$ cat config.mk
export PLATFORM = sky130hd
export DESIGN_NAME = bit_serial_add_driver_flat
export DESIGN_NICKNAME = d
export VERILOG_FILES = /design/src/rtl/bit_serial_add_driver_if.sv /design/src/rtl/bit_serial_add_driver.sv /design/src/flat_wrapper.sv
export SDC_FILE = /design/constraint.sdc
export NUM_CORES = 1
export LEC_CHECK = 0
export BUFFER_PORTS_ARGS = -buffer_cell sky130_fd_sc_hd__clkbuf_2
export CAP_MARGIN = 0
export CORE_AREA = 2 2 58 60
export DETAILED_ROUTE_END_ITERATION = 10
export DIE_AREA = 0 0 60 62
export PLACE_DENSITY = 0.76
export SYNTH_ARGS = -nofsm -noshare
export SYNTH_HDL_FRONTEND = slang
export SYNTH_SLANG_ARGS = --single-unit
export TNS_END_PERCENT = 50
$ cat constraint.sdc
create_clock -name clk -period 2.17 [get_ports clk]
set_input_delay 0.217 -clock clk [delete_from_list [all_inputs] [get_ports clk]]
set_output_delay 0.217 -clock clk [all_outputs]
set_load 0.005 [all_outputs]
$ cat src/rtl/bit_serial_add_driver_if.sv
// Signal bundle between the parallel-side client, the serial driver and the bit-serial adder.
// The slave modport is the driver's view; the master modport is the surrounding environment.
interface bit_serial_add_driver_if #(
    parameter int WIDTH = 8
);
    logic             start;
    logic [WIDTH-1:0] op_a;
    logic [WIDTH-1:0] op_b;
    logic             busy;
    logic             done;
    logic [WIDTH-1:0] sum;
    logic             carry_out;
    logic             ser_a;
    logic             ser_b;
    logic             ser_rst;
    logic             ser_s;
    logic             ser_cout;

    modport slave (
        input  start, op_a, op_b, ser_s, ser_cout,
        output busy, done, sum, carry_out, ser_a, ser_b, ser_rst
    );

    modport master (
        output start, op_a, op_b, ser_s, ser_cout,
        input  busy, done, sum, carry_out, ser_a, ser_b, ser_rst
    );
endinterface

$ cat src/rtl/bit_serial_add_driver.sv
// Parallel front end for a bit-serial adder: streams two operands LSB-first into the
// adder and reassembles the returned serial sum and final carry into a parallel result.
module bit_serial_add_driver #(
    parameter int WIDTH = 8
) (
    input  logic                    clk,
    input  logic                    reset,
    bit_serial_add_driver_if.slave  bus
);
    localparam int CNT_W = $clog2(WIDTH) + 1;
    localparam logic [CNT_W-1:0] LAST_BIT = CNT_W'(WIDTH - 1);

    typedef enum logic [1:0] {
        IDLE  = 2'd0,
        SHIFT = 2'd1,
        DONE  = 2'd2
    } state_t;

    state_t           state;
    state_t           state_next;
    logic             accept;
    logic             last_bit;
    logic [WIDTH-1:0] sa;
    logic [WIDTH-1:0] sb;
    logic [WIDTH-1:0] r;
    logic [WIDTH-1:0] sum_q;
    logic             carry_q;
    logic [CNT_W-1:0] cnt;

    assign last_bit = (state == SHIFT) && (cnt == LAST_BIT);

    always_ff @(posedge clk or posedge reset) begin
        if (reset) begin
            state <= IDLE;
        end else begin
            state <= state_next;
        end
    end

    always_comb begin
        state_next = state;
        accept     = 1'b0;
        case (state)
            IDLE: begin
                if (bus.start) begin
                    accept     = 1'b1;
                    state_next = SHIFT;
                end
            end
            SHIFT: begin
                if (last_bit) begin
                    state_next = DONE;
                end
            end
            DONE: begin
                state_next = IDLE;
            end
            default: begin
                state_next = IDLE;
            end
        endcase
    end

    // The final sum bit arrives combinationally on the last SHIFT edge, so the parallel
    // result is assembled from ser_s directly rather than from r after one more shift.
    always_ff @(posedge clk or posedge reset) begin
        if (reset) begin
            sa      <= '0;
            sb      <= '0;
            r       <= '0;
            cnt     <= '0;
            sum_q   <= '0;
            carry_q <= 1'b0;
        end else if (accept) begin
            sa  <= bus.op_a;
            sb  <= bus.op_b;
            cnt <= '0;
        end else if (state == SHIFT) begin
            r   <= {bus.ser_s, r[WIDTH-1:1]};
            sa  <= sa >> 1;
            sb  <= sb >> 1;
            cnt <= cnt + 1'b1;
            if (last_bit) begin
                sum_q   <= {bus.ser_s, r[WIDTH-1:1]};
                carry_q <= bus.ser_cout;
            end
        end
    end

    // Adder carry is held clear everywhere except SHIFT, so bit 0 always starts with carry 0.
    assign bus.ser_rst   = (state != SHIFT);
    assign bus.ser_a     = (state == SHIFT) && sa[0];
    assign bus.ser_b     = (state == SHIFT) && sb[0];
    assign bus.busy      = (state != IDLE);
    assign bus.done      = (state == DONE);
    assign bus.sum       = sum_q;
    assign bus.carry_out = carry_q;
endmodule

$ cat src/flat_wrapper.sv
// flat-port wrapper written by rule: the top's interface ports become plain ports
module bit_serial_add_driver_flat 
#(
    parameter int WIDTH = 8
)
  (clk, reset, bus_start, bus_op_a, bus_op_b, bus_ser_s, bus_ser_cout, bus_busy, bus_done, bus_sum, bus_carry_out, bus_ser_a, bus_ser_b, bus_ser_rst);
  bit_serial_add_driver_if #(.WIDTH(WIDTH)) bus_i ();
  input  logic clk;
  input  logic reset;
  input wire logic [$bits(bus_i.start)-1:0] bus_start;
  input wire logic [$bits(bus_i.op_a)-1:0] bus_op_a;
  input wire logic [$bits(bus_i.op_b)-1:0] bus_op_b;
  input wire logic [$bits(bus_i.ser_s)-1:0] bus_ser_s;
  input wire logic [$bits(bus_i.ser_cout)-1:0] bus_ser_cout;
  output wire logic [$bits(bus_i.busy)-1:0] bus_busy;
  output wire logic [$bits(bus_i.done)-1:0] bus_done;
  output wire logic [$bits(bus_i.sum)-1:0] bus_sum;
  output wire logic [$bits(bus_i.carry_out)-1:0] bus_carry_out;
  output wire logic [$bits(bus_i.ser_a)-1:0] bus_ser_a;
  output wire logic [$bits(bus_i.ser_b)-1:0] bus_ser_b;
  output wire logic [$bits(bus_i.ser_rst)-1:0] bus_ser_rst;
  assign bus_i.start = bus_start;
  assign bus_i.op_a = bus_op_a;
  assign bus_i.op_b = bus_op_b;
  assign bus_i.ser_s = bus_ser_s;
  assign bus_i.ser_cout = bus_ser_cout;
  assign bus_busy = bus_i.busy;
  assign bus_done = bus_i.done;
  assign bus_sum = bus_i.sum;
  assign bus_carry_out = bus_i.carry_out;
  assign bus_ser_a = bus_i.ser_a;
  assign bus_ser_b = bus_i.ser_b;
  assign bus_ser_rst = bus_i.ser_rst;
  bit_serial_add_driver #(.WIDTH(WIDTH)) u_core (.clk(clk), .reset(reset), .bus(bus_i));
endmodule
# Yosys cells after proc, flatten, opt, wreduce, memory -nomap -nowiden
# Cells that the tools add are included.
op_classes:
  addsub: 1
  bitwise_logic: 1
  div_mod_pow: 0
  shift: 0
  muxes: 11
  n_eq_ne: 6
  mul: 0
  n_reduce_logical: 9
  order_cmp: 0
op_table:
  columns: ["cell", "n"]
  rows:
  - ["$mux W8", 4]
  - ["$mux W4", 2]
  - ["$add A4 B1 Y4 const B", 1]
  - ["$eq A4 B3 Y1 const B", 1]
  - ["$mux W2", 2]
  - ["$ne A2 B1 Y1 const B", 2]
  - ["$pmux W2 S2", 1]
  - ["$reduce_and A2 Y1", 2]
  - ["$reduce_bool A2 Y1", 2]
  - ["$logic_and A1 B1 Y1", 3]
  - ["$reduce_and A3 Y1", 1]
  - ["$eq A2 B1 Y1 const B", 1]
  - ["$eq A2 B2 Y1 const B", 1]
  - ["$logic_not A2 Y1", 1]
  - ["$mux W1", 2]
  - ["$ne A2 B2 Y1 const B", 1]
  - ["$not A1 Y1", 1]
word_totals:
  word_cells: 35
  mem_count: 0
  mem_bits_ro: 0
  ramBits: 0
  inputBits: 21
  register_bits: 39
  output_inout_bits: 14
  latch_bits: 0

# Logic depth before layout (Yosys ltp)
logic_depth:
  depth_word: 4
  depth_mapped: 6
  ltp_nobuf: 4

# Least setup slack after synthesis
# No wires, ideal clock.
synth_path:
  kind: "flip-flop to flip-flop"
  from: "register u_core.state[1]"
  to: "register u_core.carry_q (netlist: u_core.bus.carry_out)"
  path_stages_with_launch: 6
  arrival_ns: 1.482
  setup_ns: 0.125
  setup_slack_ns: 0.563
  path_buffers: 1
  t_required_ns: 2.045
  cell_sequence: "dfrtp_1 -> and2b_1 -> buf_4 -> inv_2 -> nor3_4 -> mux2_2"
synth_between:
  elab_chain_cells: 4
synth_rtl:
  columns: ["element", "line", "text"]
  rows:
  - ["start, declared", "bit_serial_add_driver.sv:19", "state_t state;"]
  - ["start signal, assigned", "bit_serial_add_driver.sv:36", "state <= state_next;"]
  - ["$logic_not A2 Y1", "bit_serial_add_driver.sv:43", "case (state)"]
  - ["$mux W1", "bit_serial_add_driver.sv:43", null]
  - ["$not A1 Y1 (no source line)", null, null]
  - ["$reduce_and A3 Y1 (no source line) *", null, null]
  - ["end signal, assigned", "bit_serial_add_driver.sv:85", "carry_q <= bus.ser_cout;"]
  - ["end, declared", "bit_serial_add_driver.sv:27", "logic carry_q;"]
# Mark *: on every way between the ends. The rest lies on a longest branch, timed or not.
# A chain may end at the register's enable or synchronous reset.

# Worst setup path in the final report
layout_path:
  from: "register u_core.state[1]"
  to: "output port bus_ser_a"
layout_between:
  elab_chain_cells: 2
layout_rtl:
  columns: ["element", "line", "text"]
  rows:
  - ["$eq A2 B1 Y1", "bit_serial_add_driver.sv:92", "assign bus.ser_a = (state == SHIFT) && sa[0];"]
  - ["$logic_and A1 B1 Y1", "bit_serial_add_driver.sv:92", null]
  - ["end, declared", "flat_wrapper.sv:19", "output wire logic [$bits(bus_i.ser_a)-1:0] bus_ser_a;"]
# Every way passes these cells.

==> flow_metrics.tcl <==
set metrics [dict create \
    p_sw_uw 880 \
    rows 21 \
    crit_start "u_core.state[1]$_DFFE_PP0P_" \
    n_antenna_cell 0 \
    dp.cells 228 \
    cp_slowest_cell "dfrtp_1" \
    yosysTopAreaCellShare_pct 60.8 \
    ctsHoldBuffers 1 \
    clock_path_buffers 2 \
    synth_most_common_cell "nand2_1" \
    grt_pass1_vias 1099 \
    tns_ns 0 \
    grt_usage_pct 17.7 \
    fin_nets 212 \
    ys_seq_elements 38 \
    wl_um 2920 \
    cts_tree "done" \
    ys.warnings.count 0 \
    synth_commonest_cells "nand2_1, dfrtp_1, a22oi_1" \
    final_cell_area_sq_um 1860 \
    criticalPathCategory "reg2out" \
    fmax_mhz 558 \
    path_cells "and2b_1 > buf_4 > and2_1 > clkbuf_2" \
    cellPowerDensity_nw_per_um2 1310 \
    cts_resized 0 \
    ys_async_sr_fraction_pct 100 \
    portBuffers 34 \
    overflow 0 \
    worstPathMaxFanout 27 \
    netlist.top_cell.by_area "dfrtp_1" \
    clkPwrFrac_pct 13.2 \
    seq_power_share_pct 49.5 \
    clk_pin_slew_ns 0.09 \
    syn-num-nets 172 \
    die_area_sq_um 3720 \
    hold_viol_final 0 \
    cts_max_level 2 \
    avgSynthCellArea_sq_um 10.4 \
    antenna_found_initial 0 \
    die_h_um 62 \
    min_period_ns 1.79 \
    vias 1189 \
    grt_max_degree 39 \
    first_iter_violations 48 \
    dp_hpwl_um 2060 \
    arrival_ns 1.58 \
    netlist_area_sq_um 1570 \
    post-cts-setup-buffers 0 \
    initial_core_util_pct 49.2 \
    fin_cells 236 \
    rsz0062_at_grt "no" \
    slew_violations 0 \
    power_frac_comb_pct 37.3 \
    worst_pin_slew_ns 0.487 \
    hp-class "in2reg" \
    seqCellArea_sq_um 951 \
    p_leak_nw 0.982 \
    synth-edff-count 0 \
    finClkSkew_ns 0.00894 \
    cp-end-kind "output pin" \
    fin_total_pwr_mw 2.44 \
    status "complete, no violations" \
    drc 0 \
    clock_latency_ns 0.34 \
    wl_per_cell_um 12.4 \
    internal_power_mw 1.56 \
    area_growth_pct 18.5 \
    drt-pass1-iter-count 4 \
    peakVddDrop_mv 0.653 \
    cap_violations 0 \
    clock_sinks 38 \
    multi_input_area_sq_um 577 \
    start_kind "register" \
    avgViaCountPerCell 5.04 \
    synth.area.top_cells "dfrtp_1, nand2_1, mux2_2, a22oi_1, clkbuf_1" \
    slowest_delay_ns 0.42 \
    setup_viol 0 \
    synth_cell_types 25 \
    drive_gt1_share_pct 30.5 \
    place_area_sq_um 1800 \
    num_io_pins 35 \
    ys_seq_area_share_pct 60.8 \
    slew_headroom_pct 67.4 \
    hold_path.startpoint "bus_op_b[7]" \
    synth_top_flop_cell "dfrtp_1" \
    root_buffer "clkbuf_4" \
    grt_pass1_wl_um 4710 \
    cts_buffers 5 \
    gp_congestion 0.784 \
    core_sq_um 3180 \
    reg2reg_from "u_core.state[1]$_DFFE_PP0P_" \
    fillers 296 \
    worstPathRequired_ns 1.95 \
    die_w_um 60 \
    whs_ns 0.0924 \
    fin_crit_sh_pct 82.6 \
    ant_nets 0 \
    swShare_pct 36.1 \
    netlist_instances 150 \
]
-- placed cells by master (no fill, tap or decap), types with 2 or more instances in the layout --
cell type,n
a22oi_1,13
clkbuf_2,34
dfrtp_1,38
clkbuf_1,2
mux2_2,9
o21ai_0,3
clkbuf_4,5
and2_1,2
buf_4,5
nand2_1,59
nand3_1,3
-- cell type report --
class	count	area share, %
tap	46	3.10
timing repair buffer	40	11.7
clock buffer	7	2.43
inverter	2	0.405
sequential	38	51.2
multi-input combinational	103	31.1
-- sequential cells by signal, summed over array words and instances, names as in the netlist --
signal and count:
u_core.cnt 4, u_core.state 2, u_core.r 7, u_core.sa 8, u_core.bus.carry_out 1, u_core.bus.sum 8, u_core.sb 8
-- logic make-up (layout without fill, tap and decap cells) --
kind of cell	after synthesis	count (layout)	synth area share [%]
compound gates	20	20	9.03
fa+ha+maj	1	1	0.799
buf+inv	9	49	2.40
flops	38	38	60.8
mux	10	10	7.11
simple gates	72	72	19.9
-- final timing paths --
path	depth (start not counted)	slack, ns	end
worst min-delay path	3	0.09	u_core.sb[7]$_DFFE_PP0P_
max in group asynchronous	4	1.33	u_core.sb[4]$_DFFE_PP0P_
min in group asynchronous	4	0.50	u_core.sa[4]$_DFFE_PP0P_
worst max-delay path	4	0.38	bus_ser_a
worst min register to register	2	0.48	u_core.sa[0]$_DFFE_PP0P_
worst max register to register	4	0.51	u_core.bus.sum[3]$_DFFE_PP0P_
-- metrics by stage --
stage / util [%] / worst slack [ns]
after detailed placement: 56.6 / 0.498
after global placement: 56.6 / 0.580
after CTS: 58.4 / 0.359
after global routing: 58.4 / 0.269
after floorplan: - / 0.563
final: 58.4 / 0.378
-- power by group through the flow --
stage / clock [mW] / sequential, mW / combinational (mW)
2_1_floorplan: 0 / 1.18 / 0.628
3_3_place_gp: 0 / 1.20 / 0.877
3_5_place_dp: 0 / 1.22 / 0.920
4_1_cts: 0.337 / 1.21 / 0.927
5_1_grt: 0.370 / 1.24 / 1.05
6_report: 0.321 / 1.21 / 0.909
-- worst max-delay path: cells and delay by family, from the launching register on --
kind / cells / cell delay [ns]
buffers and inverters: 2 / 0.40
and+or+nand+nor: 2 / 0.41
DFF: 1 / 0.42
-- routing by layer --
metal  vias to the layer above  track usage, %  wire length, um
met2                        32            30.0             1450
met1                       569            21.0             1270
met4                         0            6.67               44
met3                         6            6.21              156
met5                         -               0                0
li1                        582               -                -
No activity file was read; power rests on OpenSTA's default activity.
